File: src/rtl/ad_sched_pkg.sv
// ---------------------------------------------------------------------------
// ad_sched_pkg
// Shared types and constants for the PmodAD1 conversion sequencer.
//   sched_state_t : sequencer states (IDLE, ARMED, BUSY, DRAIN)
//   ADC_W         : ADC sample width
//   CNT_W         : width of the software-visible status counters
//   sat_inc()     : saturating increment for the status counters
// ---------------------------------------------------------------------------
package ad_sched_pkg;

    localparam int ADC_W = 12;
    localparam int CNT_W = 16;

    typedef enum logic [1:0] {
        IDLE  = 2'd0,
        ARMED = 2'd1,
        BUSY  = 2'd2,
        DRAIN = 2'd3
    } sched_state_t;

    // Counters stick at all-ones so software can tell "many" from "wrapped".
    function automatic logic [CNT_W-1:0] sat_inc(input logic [CNT_W-1:0] v);
        return (v == {CNT_W{1'b1}}) ? v : v + 1'b1;
    endfunction

endpackage

File: src/rtl/ad_sample_scheduler_if.sv
// ---------------------------------------------------------------------------
// ad_sample_scheduler_if
// Valid/ready sample stream from the sequencer to the FIR datapath.
//   m_data  : sample (ADC_W bits)
//   m_valid : m_data holds a sample
//   m_ready : consumer accepts when m_valid & m_ready
// Modports: master (sequencer side), slave (filter side).
// ---------------------------------------------------------------------------
interface ad_sample_scheduler_if;
    import ad_sched_pkg::*;

    logic [ADC_W-1:0] m_data;
    logic             m_valid;
    logic             m_ready;

    modport master (output m_data, output m_valid, input m_ready);
    modport slave  (input m_data, input m_valid, output m_ready);

endinterface

File: src/rtl/sample_fifo.sv
// ---------------------------------------------------------------------------
// sample_fifo
// Synchronous FIFO with first-word-fall-through output.
//   clk, rst     : clock, synchronous active-high reset (empties the FIFO)
//   push_i       : write push_data_i (ignored when full unless popping too)
//   push_data_i  : write data
//   pop_i        : remove head entry (ignored when empty)
//   pop_data_o   : current head entry, valid while !empty_o
//   full_o       : DEPTH entries held
//   empty_o      : no entries held
// DEPTH must be a power of two >= 2 so the pointers wrap naturally.
// ---------------------------------------------------------------------------
module sample_fifo #(
    parameter int DEPTH = 4,
    parameter int WIDTH = 12
) (
    input  logic             clk,
    input  logic             rst,
    input  logic             push_i,
    input  logic [WIDTH-1:0] push_data_i,
    input  logic             pop_i,
    output logic [WIDTH-1:0] pop_data_o,
    output logic             full_o,
    output logic             empty_o
);

    localparam int PTR_W = $clog2(DEPTH);

    logic [WIDTH-1:0] mem_q [DEPTH];
    logic [PTR_W-1:0] wr_ptr_q, wr_ptr_d;
    logic [PTR_W-1:0] rd_ptr_q, rd_ptr_d;
    logic [PTR_W:0]   count_q,  count_d;
    logic             do_push, do_pop;

    assign full_o  = (count_q == (PTR_W+1)'(DEPTH));
    assign empty_o = (count_q == '0);

    // A pop frees the slot, so a push into a full FIFO succeeds when it
    // coincides with a pop.
    assign do_pop  = pop_i  && !empty_o;
    assign do_push = push_i && (!full_o || do_pop);

    assign pop_data_o = mem_q[rd_ptr_q];

    always_comb begin
        // NOTE: every variable gets a default first so no path leaves it unassigned (no latch).
        wr_ptr_d = wr_ptr_q;
        rd_ptr_d = rd_ptr_q;
        count_d  = count_q;
        if (do_push) wr_ptr_d = wr_ptr_q + 1'b1;
        if (do_pop)  rd_ptr_d = rd_ptr_q + 1'b1;
        if (do_push && !do_pop)      count_d = count_q + 1'b1;
        else if (do_pop && !do_push) count_d = count_q - 1'b1;
    end

    // NOTE: state registers use non-blocking assignments so every flop samples pre-edge values.
    always_ff @(posedge clk) begin
        if (rst) begin
            wr_ptr_q <= '0;
            rd_ptr_q <= '0;
            count_q  <= '0;
        end else begin
            wr_ptr_q <= wr_ptr_d;
            rd_ptr_q <= rd_ptr_d;
            count_q  <= count_d;
        end
    end

    // NOTE: storage is not reset; the count gates every read, so stale words are never visible.
    always_ff @(posedge clk) begin
        if (do_push) mem_q[wr_ptr_q] <= push_data_i;
    end

endmodule

File: src/rtl/ad_sample_scheduler.sv
// ---------------------------------------------------------------------------
// ad_sample_scheduler
// Conversion sequencer between the PmodAD1 SPI controller and the FIR.
// Issues start_conv at a programmable period (never while a conversion is
// in flight), guards each conversion with a watchdog, buffers results in a
// small FIFO and keeps saturating overrun/drop counters for software.
//   clk, rst        : clock, synchronous active-high reset
//   enable_i        : run/stop sampling
//   period_cfg_i    : sample period in cycles (below MIN_PERIOD -> MIN_PERIOD)
//   clr_status_i    : clear counters and timeout flag
//   start_conv_o    : one-cycle conversion request to the ADC controller
//   conv_done_i     : ADC controller completion pulse
//   adc_data_i      : ADC result, qualified by data_valid_i
//   data_valid_i    : ADC result strobe
//   m_if            : valid/ready sample stream to the FIR (master side)
//   busy_o          : conversion in flight
//   overrun_cnt_o   : period ticks skipped because a conversion was in flight
//   drop_cnt_o      : samples lost to a full FIFO
//   timeout_flag_o  : sticky watchdog expiry flag
// ---------------------------------------------------------------------------
module ad_sample_scheduler
    import ad_sched_pkg::*;
#(
    parameter int DIV_W          = 20,
    parameter int MIN_PERIOD     = 128,
    parameter int TIMEOUT_CYCLES = 256,
    parameter int FIFO_DEPTH     = 4
) (
    input  logic                  clk,
    input  logic                  rst,
    input  logic                  enable_i,
    input  logic [DIV_W-1:0]      period_cfg_i,
    input  logic                  clr_status_i,
    output logic                  start_conv_o,
    input  logic                  conv_done_i,
    input  logic [ADC_W-1:0]      adc_data_i,
    input  logic                  data_valid_i,
    ad_sample_scheduler_if.master m_if,
    output logic                  busy_o,
    output logic [CNT_W-1:0]      overrun_cnt_o,
    output logic [CNT_W-1:0]      drop_cnt_o,
    output logic                  timeout_flag_o
);

    localparam int WD_W = $clog2(TIMEOUT_CYCLES + 1);

    sched_state_t     state_q,   state_d;
    logic [DIV_W-1:0] cnt_q,     cnt_d;
    logic [DIV_W-1:0] eff_q,     eff_d;
    logic [WD_W-1:0]  wd_q,      wd_d;
    logic             start_q,   start_d;
    logic [CNT_W-1:0] overrun_q, overrun_d;
    logic [CNT_W-1:0] drop_cnt_q, drop_cnt_d;
    logic             tflag_q,   tflag_d;

    logic [DIV_W-1:0] eff_cfg;
    logic             tick, in_conv, expire, finish;
    logic             accept, pop, drop;
    logic             fifo_full, fifo_empty;
    logic [ADC_W-1:0] fifo_data;

    // ------------------------------------------------------------------
    // Period counter
    // ------------------------------------------------------------------
    assign eff_cfg = (period_cfg_i < DIV_W'(MIN_PERIOD)) ? DIV_W'(MIN_PERIOD) : period_cfg_i;
    assign tick    = (state_q != IDLE) && enable_i && (cnt_q == eff_q - 1'b1);

    always_comb begin
        cnt_d = cnt_q;
        eff_d = eff_q;
        if (state_q == IDLE) begin
            cnt_d = '0;
            eff_d = eff_cfg;
        end else if (enable_i) begin
            cnt_d = tick ? '0 : cnt_q + 1'b1;
            // A new period_cfg is picked up only at a wrap.
            if (tick) eff_d = eff_cfg;
        end
    end

    // ------------------------------------------------------------------
    // Watchdog: counts cycles since start_conv while a conversion is open.
    // conv_done in the expiry cycle still counts as a normal completion.
    // ------------------------------------------------------------------
    assign in_conv = (state_q == BUSY) || (state_q == DRAIN);
    assign expire  = in_conv && !conv_done_i && (wd_q == WD_W'(TIMEOUT_CYCLES));
    assign finish  = in_conv && (conv_done_i || expire);
    assign wd_d    = in_conv ? wd_q + 1'b1 : '0;

    // ------------------------------------------------------------------
    // Sequencer FSM
    // ------------------------------------------------------------------
    always_comb begin
        state_d = state_q;
        case (state_q)
            IDLE:  if (enable_i) state_d = ARMED;
            ARMED: begin
                if (!enable_i) state_d = IDLE;
                else if (tick) state_d = BUSY;
            end
            BUSY: begin
                if (finish)         state_d = enable_i ? ARMED : IDLE;
                else if (!enable_i) state_d = DRAIN;
            end
            DRAIN: if (finish) state_d = IDLE;
            default: state_d = IDLE;
        endcase
    end

    // tick already implies enable_i, so this is "ARMED and period elapsed".
    assign start_d = (state_q == ARMED) && tick;

    // ------------------------------------------------------------------
    // Sample capture and FIFO
    // ------------------------------------------------------------------
    assign accept = in_conv && data_valid_i;
    assign pop    = m_if.m_valid && m_if.m_ready;
    assign drop   = accept && fifo_full && !pop;

    sample_fifo #(
        .DEPTH (FIFO_DEPTH),
        .WIDTH (ADC_W)
    ) u_fifo (
        .clk         (clk),
        .rst         (rst),
        .push_i      (accept),
        .push_data_i (adc_data_i),
        .pop_i       (pop),
        .pop_data_o  (fifo_data),
        .full_o      (fifo_full),
        .empty_o     (fifo_empty)
    );

    // ------------------------------------------------------------------
    // Status: clear wins over a coincident increment.
    // ------------------------------------------------------------------
    always_comb begin
        overrun_d  = overrun_q;
        drop_cnt_d = drop_cnt_q;
        tflag_d    = tflag_q;
        if (clr_status_i) begin
            overrun_d  = '0;
            drop_cnt_d = '0;
            tflag_d    = 1'b0;
        end else begin
            // Ticks only occur while enabled, so DRAIN never sees an overrun.
            if ((state_q == BUSY) && tick) overrun_d = sat_inc(overrun_q);
            if (drop)                      drop_cnt_d = sat_inc(drop_cnt_q);
            if (expire)                    tflag_d = 1'b1;
        end
    end

    always_ff @(posedge clk) begin
        if (rst) begin
            state_q    <= IDLE;
            cnt_q      <= '0;
            eff_q      <= DIV_W'(MIN_PERIOD);
            wd_q       <= '0;
            start_q    <= 1'b0;
            overrun_q  <= '0;
            drop_cnt_q <= '0;
            tflag_q    <= 1'b0;
        end else begin
            state_q    <= state_d;
            cnt_q      <= cnt_d;
            eff_q      <= eff_d;
            wd_q       <= wd_d;
            start_q    <= start_d;
            overrun_q  <= overrun_d;
            drop_cnt_q <= drop_cnt_d;
            tflag_q    <= tflag_d;
        end
    end

    assign start_conv_o   = start_q;
    assign busy_o         = in_conv;
    assign overrun_cnt_o  = overrun_q;
    assign drop_cnt_o     = drop_cnt_q;
    assign timeout_flag_o = tflag_q;
    assign m_if.m_data    = fifo_data;
    assign m_if.m_valid   = !fifo_empty;

endmodule

File: src/flat_wrapper.sv
// flat-port wrapper written by rule: the top's interface ports become plain ports
module ad_sample_scheduler_flat import ad_sched_pkg::*;
#(
    parameter int DIV_W          = 20,
    parameter int MIN_PERIOD     = 128,
    parameter int TIMEOUT_CYCLES = 256,
    parameter int FIFO_DEPTH     = 4
)
  (clk, rst, enable_i, period_cfg_i, clr_status_i, start_conv_o, conv_done_i, adc_data_i, data_valid_i, busy_o, overrun_cnt_o, drop_cnt_o, timeout_flag_o, m_if_m_data, m_if_m_valid, m_if_m_ready);
  ad_sample_scheduler_if m_if_i ();
  input  logic clk;
  input  logic rst;
  input  logic enable_i;
  input  logic [DIV_W-1:0] period_cfg_i;
  input  logic clr_status_i;
  output logic start_conv_o;
  input  logic conv_done_i;
  input  logic [ADC_W-1:0] adc_data_i;
  input  logic data_valid_i;
  output logic busy_o;
  output logic [CNT_W-1:0] overrun_cnt_o;
  output logic [CNT_W-1:0] drop_cnt_o;
  output logic timeout_flag_o;
  output wire logic [$bits(m_if_i.m_data)-1:0] m_if_m_data;
  output wire logic [$bits(m_if_i.m_valid)-1:0] m_if_m_valid;
  input wire logic [$bits(m_if_i.m_ready)-1:0] m_if_m_ready;
  assign m_if_m_data = m_if_i.m_data;
  assign m_if_m_valid = m_if_i.m_valid;
  assign m_if_i.m_ready = m_if_m_ready;
  ad_sample_scheduler #(.DIV_W(DIV_W), .MIN_PERIOD(MIN_PERIOD), .TIMEOUT_CYCLES(TIMEOUT_CYCLES), .FIFO_DEPTH(FIFO_DEPTH)) u_core (.clk(clk), .rst(rst), .enable_i(enable_i), .period_cfg_i(period_cfg_i), .clr_status_i(clr_status_i), .start_conv_o(start_conv_o), .conv_done_i(conv_done_i), .adc_data_i(adc_data_i), .data_valid_i(data_valid_i), .m_if(m_if_i), .busy_o(busy_o), .overrun_cnt_o(overrun_cnt_o), .drop_cnt_o(drop_cnt_o), .timeout_flag_o(timeout_flag_o));
endmodule
File: config.mk
export PLATFORM = sky130hd
export DESIGN_NAME = ad_sample_scheduler_flat
export DESIGN_NICKNAME = d
export VERILOG_FILES = /design/src/rtl/ad_sched_pkg.sv /design/src/rtl/ad_sample_scheduler_if.sv /design/src/rtl/sample_fifo.sv /design/src/rtl/ad_sample_scheduler.sv /design/src/flat_wrapper.sv
export SDC_FILE = /design/constraint.sdc
export NUM_CORES = 1
export LEC_CHECK = 0
export CORE_UTILIZATION = 50
export DETAILED_ROUTE_END_ITERATION = 10
export PLACE_DENSITY = 0.85
export SYNTH_ARGS = -nofsm -noshare
export SYNTH_HDL_FRONTEND = slang
export SYNTH_SLANG_ARGS = --single-unit
File: constraint.sdc
create_clock -name clk -period 2.9 [get_ports clk]
set_clock_uncertainty 0.1 [all_clocks]
set_input_delay 0.435 -clock clk [delete_from_list [all_inputs] [get_ports clk]]
set_output_delay 0.435 -clock clk [all_outputs]
set_load 0.02 [all_outputs]
==> flow_metrics.env <==
export IMPL_start_kind="flip-flop"
export IMPL_cp_data_required_time_ns=3.11
export IMPL_clock_sinks=142
export IMPL_worst_setup_path_end_kind="flip-flop"
export IMPL_r2r_setup_slack_ns=-0.17
export IMPL_clkTransAtPathRegs_ns=0.06
export IMPL_yosysUniqueCellTypes=62
export IMPL_syn_to_final_growth_pct=33.8
export IMPL_p_clk_share_pct=43.5
export IMPL_critPathMaxStageDelay_ns=0.55
export IMPL_switching_share_pct=26.3
export IMPL_wirelength_mm=18.5
export IMPL_drive_above_1_share_pct=18.9
export IMPL_wl_met2_mm=9.20
export IMPL_worst_path_max_delay_cell="or4_4"
export IMPL_grt_pass1_vias=5917
export IMPL_core_area_um2=13900
export IMPL_preCtsSetupSlack_ns=-0.185
export IMPL_path_cells="or4_4 > buf_6 > or4_4 > o21ai_1 > and4_4 > nand2_2 > clkbuf_4 > buf_4 > o31ai_2 > a21oi_2"
export IMPL_period_share_pct=106
export IMPL_async_reset_ff_share_pct=0
export IMPL_cp_arrival_ns=3.28
export IMPL_grt_pass1_wl_mm=28.6
export IMPL_outcome="finished, violations left"
export IMPL_ys_seq_elements=142
export IMPL_dr_wl_met3_mm=1.31
export IMPL_switchingPower_mw=1.35
export IMPL_hold_path_class="reg -> reg"
export IMPL_path_buf_inv=3
export IMPL_finalSetupTns_ns=-2.20
export IMPL_antenna_found_initial=0
export IMPL_clock_fmax_ghz=0.326
export IMPL_drc=0
export IMPL_min_path_cells=2
export IMPL_hpwl_mm=11.9
export IMPL_p_seq_share_pct=42.0
export IMPL_path_class="reg -> reg"
export IMPL_firstDrtPassIters=5
export IMPL_worstSetupStartpoint="u_core.eff_q[10]"
export IMPL_synth_area_leaders="dfxtp_1 26%, edfxtp_1 20%, xor2_1 5.2%, nand3_1 4.6%, mux4_2 3.8%"
export IMPL_yosys_warnings=0
export IMPL_globalplace_congestion=0.924
export IMPL_tightestPinTransition_ns=0.620
export IMPL_num_vias=6269
export IMPL_worst_r2r_path_depth=10
export IMPL_synth_edff_count=48
export IMPL_maxSlewHeadroom_pct=58.6
export IMPL_fin_area_um2=9520
export IMPL_yosys_area_top_type="dfxtp_1"
export IMPL_drtAntennaViolNets=0
export IMPL_cts_tree="built"
export IMPL_cpMostUsedCell="or4_4"
export IMPL_rows=43
export IMPL_p_int_mw=3.77
export IMPL_netlist_area_leader_share_pct=26.5
export IMPL_whs_endpoint="u_core.timeout_flag_o"
export IMPL_synthesis_nets=779
export IMPL_viasPerCell=5.95
export IMPL_rsz0062_at_grt="true"
export IMPL_placed_area_um2=8580
export IMPL_drt_iter0_markers=434
export IMPL_vdd_drop_max_mv=0.400
export IMPL_yosysSeqAreaShare_pct=46.7
export IMPL_fp_dieH_um=121
export IMPL_power_density_nw_per_um2=538
export IMPL_grt_usage_pct=24.8
export IMPL_crit_cells=10
export IMPL_drv_slew=0
export IMPL_synth_ff_type="dfxtp_1"
export IMPL_htree_levels=4
export IMPL_top_layer_used="met4"
export IMPL_violations="negative setup slack"
export IMPL_fin_nets=912
export IMPL_port_buffers=86
export IMPL_die_w_um=121
export IMPL_synth_area_um2=7110
export IMPL_setup_viol_count_final=39
export IMPL_dp_cells=1016
export IMPL_cts_buffers=17
export IMPL_cts_buffer_depth=2
export IMPL_drt_met1_wl_mm=7.62
export IMPL_cts_root_buf="clkbuf_16"
export IMPL_n_antenna_cell=0
export IMPL_fin_ws_ns=-0.168
export IMPL_crit_fanout=8
export IMPL_wl_per_cell_um=17.6
export IMPL_total_power_mw=5.12
export IMPL_cap_violations=0
export IMPL_insertion_delay_ns=0.43
export IMPL_min_from="u_core.timeout_flag_o"
export IMPL_pwr_share_comb_pct=14.5
export IMPL_io_pins=87
export IMPL_grt_max_degree=26
export IMPL_grt_remaining_overflow=0
export IMPL_cts_hold_buf=0
export IMPL_syn_avg_cell_area_um2=9.77
export IMPL_floorplan_initialDensity_pct=51.3
export IMPL_hold_viol=0
export IMPL_p_leak_nw=3.33
export IMPL_path_delay_family="simple AND/OR/NAND/NOR gates"
export IMPL_die_area_um2=14700
export IMPL_r2r_start="u_core.eff_q[10]"
export IMPL_fin_crit_ns=3.07
export IMPL_final_cells=1054
export IMPL_r2r_end="u_core.overrun_cnt_o[14]"
export IMPL_synthCells=728
[power groups by stage]
| stage | clock network [mW] | registers (mW) | logic (mW) |
|---|---|---|---|
| finish | 2.23 | 2.15 | 0.741 |
| global route | 2.34 | 2.16 | 0.794 |
| CTS | 2.25 | 2.15 | 0.712 |
| detailed placement | 0 | 2.19 | 0.689 |
| global placement | 0 | 2.19 | 0.672 |
| floorplan | 0 | 2.18 | 0.420 |
[cell families (layout without fill, tap and decap cells)]
| kind of cell | count (synthesis) | in the layout | synth area share [%] |
|---|---|---|---|
| adder cells (fa/ha/maj) | 12 | 12 | 2.22 |
| buffers and inverters | 52 | 198 | 2.95 |
| flip-flops | 142 | 142 | 46.7 |
| XOR/XNOR | 67 | 67 | 8.46 |
| multiplexers | 22 | 22 | 5.21 |
| AND/OR/NAND/NOR | 343 | 343 | 25.5 |
| AO/OA/AOI/OAI | 90 | 90 | 8.95 |
[registers in the layout, summed over array words and instances (netlist names), named ones only]
register                flops
u_core.timeout_flag_o       1
u_core.wd_q                 9
u_core.cnt_q               20
u_core.u_fifo.mem_q        48
u_core.start_conv_o         1
u_core.drop_cnt_o          16
u_core.eff_q               20
u_core.u_fifo.wr_ptr_q      2
u_core.u_fifo.count_q       3
u_core.u_fifo.rd_ptr_q      2
u_core.overrun_cnt_o       16
u_core.state_q              2
[cell usage after synthesis, drive strengths merged (3+ instances only)]
cell type / instances
a2111oi: 3
inv: 11
nand2: 58
nor3: 21
buf: 9
o211ai: 4
clkbuf: 32
xor2: 42
nand3: 66
nor4: 11
nor3b: 12
ha: 11
edfxtp: 48
a21o: 7
a31oi: 3
mux4: 12
and3: 10
or4: 11
and4: 8
o31ai: 14
nor2b: 17
nand4: 20
a21oi: 16
dfxtp: 94
or3: 20
a22oi: 13
nand2b: 4
xnor2: 24
mux2i: 10
and2: 8
nor2: 65
o21ai: 14
[area by class of cell]
type	instances	area [µm²]
Inverter	11	41.3
Timing Repair Buffer	155	1460
Multi-Input combinational cell	534	3870
Clock buffer	18	429
Tap cell	180	225
Fill cell	993	4360
Sequential cell	142	3330
Clock inverter	14	174
[cell usage in the layout (no fill, tap or decap), types with 24 or more instances in the layout]
cell,instances
dfxtp_1,92
clkdlybuf4s50_1,86
nand3_1,66
nor2_1,64
buf_4,58
nand2_1,56
edfxtp_1,48
xor2_1,42
xnor2_1,24
[repair_timing]
action	4_1_cts	5_1_grt
buffers inserted	2	2
pin swaps	11	23
cloned	1	1
setup endpoints to repair	57	58
gates resized for setup	22	33
[worst max path at each step]
stage,to,slack (ns)
CTS,u_core.overrun_cnt_o[15],-0.02
global route,u_core.overrun_cnt_o[5],-0.22
floorplan,u_core.overrun_cnt_o[0],-0.08
global placement,u_core.eff_q[6],-0.23
finish,u_core.overrun_cnt_o[14],-0.17
detailed placement,u_core.eff_q[6],-0.19
[layer usage]
metal	track usage [%]	up-vias
li1	-	2950
met1	30.9	2963
met2	41.5	307
met3	6.06	49
met4	9.03	0
met5	0	-
[worst min-delay path, cell delays in order (launching register included)]
cell and delay, ns:
dfxtp_1 0.32, nor2_1 0.05, nor2_1 0.07
[stage by stage]
| stage | hold slack [ns] | utilization (%) |
|---|---|---|
| detailed placement | 0.356 | 61.8 |
| CTS | 0.372 | 67.2 |
| floorplan | 0.330 | - |
| global route | 0.398 | 68.6 |
| finish | 0.366 | 68.6 |
| global placement | 0.347 | 61.8 |
No activity file was read; power rests on OpenSTA's default activity.
